### config.mk
export PLATFORM = sky130hd
export DESIGN_NAME = uart_tx_fifo
export DESIGN_NICKNAME = d
export VERILOG_FILES = /design/src/rtl/uart_tx_fifo.sv
export SDC_FILE = /design/constraint.sdc
export NUM_CORES = 1
export LEC_CHECK = 0
export BUFFER_PORTS_ARGS = -buffer_cell sky130_fd_sc_hd__clkbuf_2
export CAP_MARGIN = 20
export CELL_PAD_IN_SITES_DETAIL_PLACEMENT = 1
export CELL_PAD_IN_SITES_GLOBAL_PLACEMENT = 2
export CORE_AREA = 2 2 128 130
export DETAILED_ROUTE_END_ITERATION = 10
export DIE_AREA = 0 0 130 132
export GPL_ROUTABILITY_DRIVEN = 0
export PLACE_DENSITY = 0.83
export SYNTH_ARGS = -nofsm -noshare
export SYNTH_HDL_FRONTEND = slang
export SYNTH_SLANG_ARGS = --single-unit
export TNS_END_PERCENT = 100
### constraint.sdc
create_clock -name clk -period 2.88 [get_ports clk]
set_input_delay 0.144 -clock clk [delete_from_list [all_inputs] [get_ports clk]]
set_output_delay 0.144 -clock clk [all_outputs]
set_load 0.01 [all_outputs]
### src/rtl/uart_tx_fifo.sv
// uart_tx_fifo: byte FIFO that paces bursts into uart_tx one frame at a time
// Ports:
//   clk, reset            rising-edge clock, synchronous active-high reset
//   wr_en_i, wr_d_i       producer write strobe and byte
//   full_o, empty_o       FIFO holds DEPTH / 0 entries
//   level_o               entry count 0..DEPTH
//   ovf_o                 sticky: a write arrived while full and was dropped
//   tx_e_o, tx_d_o        one-cycle launch pulse and held byte to uart_tx
//   tx_busy_i             uart_tx busy
//   drop_cnt_o            saturating count of dropped writes (UART_TX_FIFO_DROP_CNT_EN only)
module uart_tx_fifo #(
  parameter int DEPTH_LOG2 = 4,
  parameter int DATA_W     = 8
) (
  input  logic                  clk,
  input  logic                  reset,
  input  logic                  wr_en_i,
  input  logic [DATA_W-1:0]     wr_d_i,
  output logic                  full_o,
  output logic                  empty_o,
  output logic [DEPTH_LOG2:0]   level_o,
  output logic                  ovf_o,
  output logic                  tx_e_o,
  output logic [DATA_W-1:0]     tx_d_o,
`ifdef UART_TX_FIFO_DROP_CNT_EN
  output logic [7:0]            drop_cnt_o,
`endif
  input  logic                  tx_busy_i
);
  localparam int DEPTH = 1 << DEPTH_LOG2;
  typedef enum logic [1:0] {IDLE, WAIT_START, WAIT_END} state_t;
  state_t r_state, w_next;
  logic [DATA_W-1:0] r_mem [DEPTH];
  logic [DEPTH_LOG2:0] r_wr_ptr, r_rd_ptr, w_level;
  logic [DATA_W-1:0] r_tx_d;
  logic r_tx_e, r_ovf, r_to;
  logic w_full, w_empty, w_wr, w_pop;
  assign w_level = r_wr_ptr - r_rd_ptr;
  // level never exceeds DEPTH, so its top bit is set only when full
  assign w_full  = w_level[DEPTH_LOG2];
  assign w_empty = w_level == '0;
  assign w_wr    = wr_en_i & ~w_full;
  assign w_pop   = (r_state == IDLE) & ~w_empty & ~tx_busy_i;
  // WAIT_START gives up after two busy-low cycles so a silent uart_tx cannot hang the queue
  always_comb begin
    w_next = r_state == IDLE       ? (w_pop ? WAIT_START : IDLE) :
             r_state == WAIT_START ? (tx_busy_i ? WAIT_END : r_to ? IDLE : WAIT_START) :
                                     (tx_busy_i ? WAIT_END : IDLE);
  end
  always_ff @(posedge clk) begin
    if (w_wr) r_mem[r_wr_ptr[DEPTH_LOG2-1:0]] <= wr_d_i;
  end
  always_ff @(posedge clk) begin
    if (reset) begin
      r_state  <= IDLE;
      r_wr_ptr <= '0;
      r_rd_ptr <= '0;
      r_tx_e   <= 1'b0;
      r_tx_d   <= '0;
      r_ovf    <= 1'b0;
      r_to     <= 1'b0;
    end else begin
      r_state <= w_next;
      r_tx_e  <= w_pop;
      r_to    <= (r_state == WAIT_START) & ~tx_busy_i & ~r_to;
      if (w_wr) r_wr_ptr <= r_wr_ptr + 1'b1;
      if (wr_en_i & w_full) r_ovf <= 1'b1;
      if (w_pop) begin
        r_tx_d   <= r_mem[r_rd_ptr[DEPTH_LOG2-1:0]];
        r_rd_ptr <= r_rd_ptr + 1'b1;
      end
    end
  end
`ifdef UART_TX_FIFO_DROP_CNT_EN
  logic [7:0] r_drop_cnt;
  always_ff @(posedge clk) begin
    if (reset) r_drop_cnt <= '0;
    else if (wr_en_i & w_full & (r_drop_cnt != 8'hFF)) r_drop_cnt <= r_drop_cnt + 1'b1;
  end
  assign drop_cnt_o = r_drop_cnt;
`endif
  assign full_o  = w_full;
  assign empty_o = w_empty;
  assign level_o = w_level;
  assign ovf_o   = r_ovf;
  assign tx_e_o  = r_tx_e;
  assign tx_d_o  = r_tx_d;
endmodule

# Yosys cells after proc, flatten, opt, wreduce, memory -nomap -nowiden
# Memory sizes are Yosys's and may differ from the RTL's. A register that Yosys moved wholly into a read port is not among the register bits.
# Index checks and enable logic that the tools add are counted.
# totals
regBits	15
mem_bits_rw	128
in_bits	12
out_inout_bits	17
n_memories	1
# mem_list
name	words	width	rd	rd_clocked_by_memory_dff	wr	line	rtl
r_mem	16	8	1	1	1	33	logic [DATA_W-1:0] r_mem [DEPTH];
# classes
n_addsub	3
eq_ne	1
mux	8
n_bitwise	10
reduce_logical	2
# op_table
cell	count
adder 5 x 1 -> 5 bit (second input constant)	2
2-to-1 mux 2 bit	4
AND 1 bit	6
logical NOT 5 bit	1
subtractor 5 bit	1
2-to-1 mux 1 bit	4
inverter 1 bit	4
equality test 2 x 1 -> 1 bit (second input constant)	1
logical NOT 2 bit	1

# Logic depth before layout (Yosys ltp)
# depth
depth_word	7
mapped_depth	12
mapped_depth_nobuf	10

# Least setup slack after synthesis
# No wires, ideal clock.
# synth_timing
path_type	register -> register
start	register r_rd_ptr[1]
end	memory r_mem[3][0] (enable)
setup_ns	0.383
t_arrival_ns	2.457
required_ns	2.497
path_slack_ns	0.040
path_stages_with_launch	8
path_cell_list	dfxtp_1 > clkbuf_1 > inv_1 > fa_1 > nand3_1 > nand3_2 > a211o_1 > nor3_1
# synth_between
elab_chain_cells	5
# synth_rtl
element	line	rtl
start: declaration	34	logic [DEPTH_LOG2:0] r_wr_ptr, r_rd_ptr, w_level;
start signal: assignment	70	r_rd_ptr <= r_rd_ptr + 1'b1;
subtractor 5 bit	38	assign w_level = r_wr_ptr - r_rd_ptr;
inverter 1 bit	42	assign w_wr = wr_en_i & ~w_full;
AND 1 bit	42	
2-to-1 mux 1 bit	51	if (w_wr) r_mem[r_wr_ptr[DEPTH_LOG2-1:0]] <= wr_d_i;
2-to-1 mux 1 bit (implied by the code)	51	
end: declaration	33	
# No other way between the ends.

# Worst setup path after layout
# layout_timing
start	register r_rd_ptr[3]
end	output port empty_o
# layout_between
elab_chain_cells	2
# layout_rtl
element	line	rtl
subtractor 5 bit	38	
logical NOT 5 bit	41	assign w_empty = w_level == '0;
end: declaration	20	output logic empty_o,
# No other way between the ends.

==> results.sh <==
export IMPL_clkTransAtPathRegs_ns=0.06
export IMPL_numPortBuffers=28
export IMPL_dpl_worst_slack_ns=-0.0137
export IMPL_leakagePower_nw=2.48
export IMPL_crit_buf_inv=3
export IMPL_synth_fp_nets=388
export IMPL_area_growth_pct=15.6
export IMPL_fill_cells=1534
export IMPL_setup_viol=0
export IMPL_drt_vias_per_instance=5.38
export IMPL_crit_chain="clkinv_1, ha_1, a21oi_1, a21o_1, nand2_2, inv_4, nor2_1, clkbuf_2"
export IMPL_criticalPathCategory="flop to primary output"
export IMPL_grt_usage_pct=17.5
export IMPL_finalCritPeriodShare_pct=92.8
export IMPL_synth_top_cell_area_share_pct=61.5
export IMPL_crit_slowest_cell="dfxtp_1"
export IMPL_io_pins=29
export IMPL_rows=46
export IMPL_crit_arrival_ns=2.53
export IMPL_fmax_mhz=374
export IMPL_drt_iter0_markers=298
export IMPL_antenna_found_initial=0
export IMPL_critPathTopFamily="buffers and inverters"
export IMPL_cap_violations=0
export IMPL_skew_ns=0.00834
export IMPL_grt_max_degree=40
export IMPL_reg2reg_slack_ns=0.22
export IMPL_place_inst=602
export IMPL_wl_per_cell_um=21.4
export IMPL_synth_edff_count=128
export IMPL_cts_made_buffers=17
export IMPL_clock_latency_ns=0.43
export IMPL_grt_pass1_wl_um=21500
export IMPL_cp_end_kind="primary output"
export IMPL_first_pass_iters=4
export IMPL_hpwlAfterDp_um=9100
export IMPL_tightest_slew_ns=0.723
export IMPL_ys_top_cells_by_count="edfxtp_1 (128), mux4_2 (32), dfxtp_1 (23)"
export IMPL_ctsLongestPathBuffers=2
export IMPL_clockRootBuffer="clkbuf_16"
export IMPL_dieArea_sq_um=17200
export IMPL_critPathMaxFanout=21
export IMPL_synth_seq_area_share_pct=68.9
export IMPL_fin_nets=429
export IMPL_syn_mean_instance_area_sq_um=17.1
export IMPL_syn_area_sq_um=6250
export IMPL_die_w_um=130
export IMPL_netlist_instances=366
export IMPL_yosysMostFrequentCell="edfxtp_1"
export IMPL_synthFlopType="edfxtp_1"
export IMPL_antenna_cells=0
export IMPL_powerDensity_nw_per_um2=918
export IMPL_finalCriticalPeriod_ns=2.67
export IMPL_grt_overflow_total=0
export IMPL_status="complete, no violations"
export IMPL_cts_tree="yes"
export IMPL_slowest_delay_ns=0.44
export IMPL_drive_gt1_share_pct=27.9
export IMPL_htree_levels=4
export IMPL_finalNonFillerCells=636
export IMPL_num_vias=3423
export IMPL_start_util_pct=39.8
export IMPL_core_area_sq_um=15700
export IMPL_wl_um=13600
export IMPL_hp_class="input pin to flop"
export IMPL_postRouteAntennaNets=0
export IMPL_postCtsSetupBuffers=0
export IMPL_layout_setup_ws_ns=0.208
export IMPL_synth_warnings=0
export IMPL_grt_pass1_vias=3672
export IMPL_yosysTopAreaCell="edfxtp_1"
export IMPL_required_ns=2.74
export IMPL_die_h_um=132
export IMPL_cts_sinks=151
export IMPL_ir_worst_vdd_uv=425
export IMPL_hold_violations=0
export IMPL_ys_types=45
export IMPL_slew_headroom_pct=51.8
export IMPL_async_flop_share_pct=0
export IMPL_ys_top_cells_by_area="edfxtp_1 (62%), mux4_2 (12%), dfxtp_1 (7.4%), ha_1 (1.8%), mux2i_1 (1.8%)"
export IMPL_drc=0
export IMPL_p_total_w=0.00663
export IMPL_postSynthRegisterBits=151
export IMPL_finalMaxSlewViolations=0
export IMPL_startpoint_type="flop"
## path summary, 6_finish.rpt
| check | from | end | depth (start not counted) |
|---|---|---|---|
| worst max-delay path | r_rd_ptr[3]$_SDFFE_PP0P_ | empty_o | 8 |
| worst min-delay path | wr_d_i[0] | r_mem[6][0]$_DFFE_PP_ | 1 |
| worst max register to register | r_rd_ptr[3]$_SDFFE_PP0P_ | r_mem[8][6]$_DFFE_PP_ | 6 |
| worst min register to register | tx_d_o[2]$_SDFFE_PP0P_ | tx_d_o[2]$_SDFFE_PP0P_ | 2 |
## per-stage QoR
stage / setup TNS [ns] / hold slack (ns) / utilization (%) / cell area (sq um)
6_report: 0 / 0.178 / 46.0 / 7220
5_1_grt: -0.147 / 0.189 / 46.0 / 7220
4_1_cts: 0 / 0.154 / 45.8 / 7200
3_5_place_dp: -0.176 / 0.401 / 42.2 / 6630
3_3_place_gp: 0 / 0.395 / 42.2 / 6630
2_1_floorplan: 0 / 0.243 / - / 6250
## sequential cells by signal (all words and copies together), names as in the netlist
register and cells:
tx_d_o 8, ovf_o 1, r_to 1, tx_e_o 1, r_mem 128, r_rd_ptr 5
r_wr_ptr 5, r_state 2
## logic make-up (layout without fill, tap and decap cells)
family | count (synthesis) | after routing | share of synthesized area (%)
flops | 151 | 151 | 68.9
simple gates | 74 | 74 | 6.63
mux | 49 | 49 | 14.4
compound gates | 41 | 41 | 4.57
buf+inv | 37 | 91 | 2.84
fa+ha+maj | 10 | 10 | 2.12
xor+xnor | 4 | 4 | 0.561
## timing repair
| item | CTS | global route |
|---|---|---|
| gates resized for setup | 3 | 10 |
| hold endpoints to repair | 2 | 0 |
| hold buffers | 2 | 0 |
| setup endpoints to repair | 9 | 108 |
| pin swaps | 0 | 0 |
## area by class of cell
class,instances,area [sq um],share of cell area (%)
well taps,216,270,3.74
repair buffers,40,235,3.26
multi-input cells,178,1800,24.9
flip-flops and latches,151,4310,59.6
clock inverters,12,105,1.45
clock buffers,20,437,6.04
inverters,19,73.8,1.02
## routing by layer
metal | share of wire [%] | global-route usage (%) | wire (um) | vias up
met5 | 0 | 0 | 0 | -
met4 | 1.2 | 5.62 | 162 | 0
met3 | 5.5 | 4.87 | 748 | 12
met2 | 50 | 27.7 | 6840 | 99
met1 | 43 | 23.3 | 5880 | 1774
li1 | - | - | - | 1538
## layout by cell type, fill, tap and decap left out, types with 3 or more instances in the layout
cell type	count
edfxtp_1	128
mux4_2	32
clkbuf_2	28
nor2_1	22
dfxtp_1	22
clkbuf_16	17
inv_1	16
mux2i_1	11
o22ai_1	10
buf_4	10
ha_1	9
nor2b_1	8
o211ai_1	8
or4_1	8
o311ai_1	8
a21oi_1	7
and3_1	7
and3_2	7
nand2b_1	4
mux2_2	4
clkinvlp_4	4
clkinv_1	3
xor2_1	3
nand4_1	3
clkinv_2	3
clkbuf_1	3
## report_power, final
group          switching (W)  total (W)  leakage, nW  internal [W]
Combinational        0.00114    0.00194        0.888      0.000797
Sequential         0.0000884    0.00265         1.34       0.00256
Clock               0.000861    0.00204        0.254       0.00118
Total                0.00209    0.00663         2.48       0.00454
Note: power is estimated with default switching activity, not from simulation.
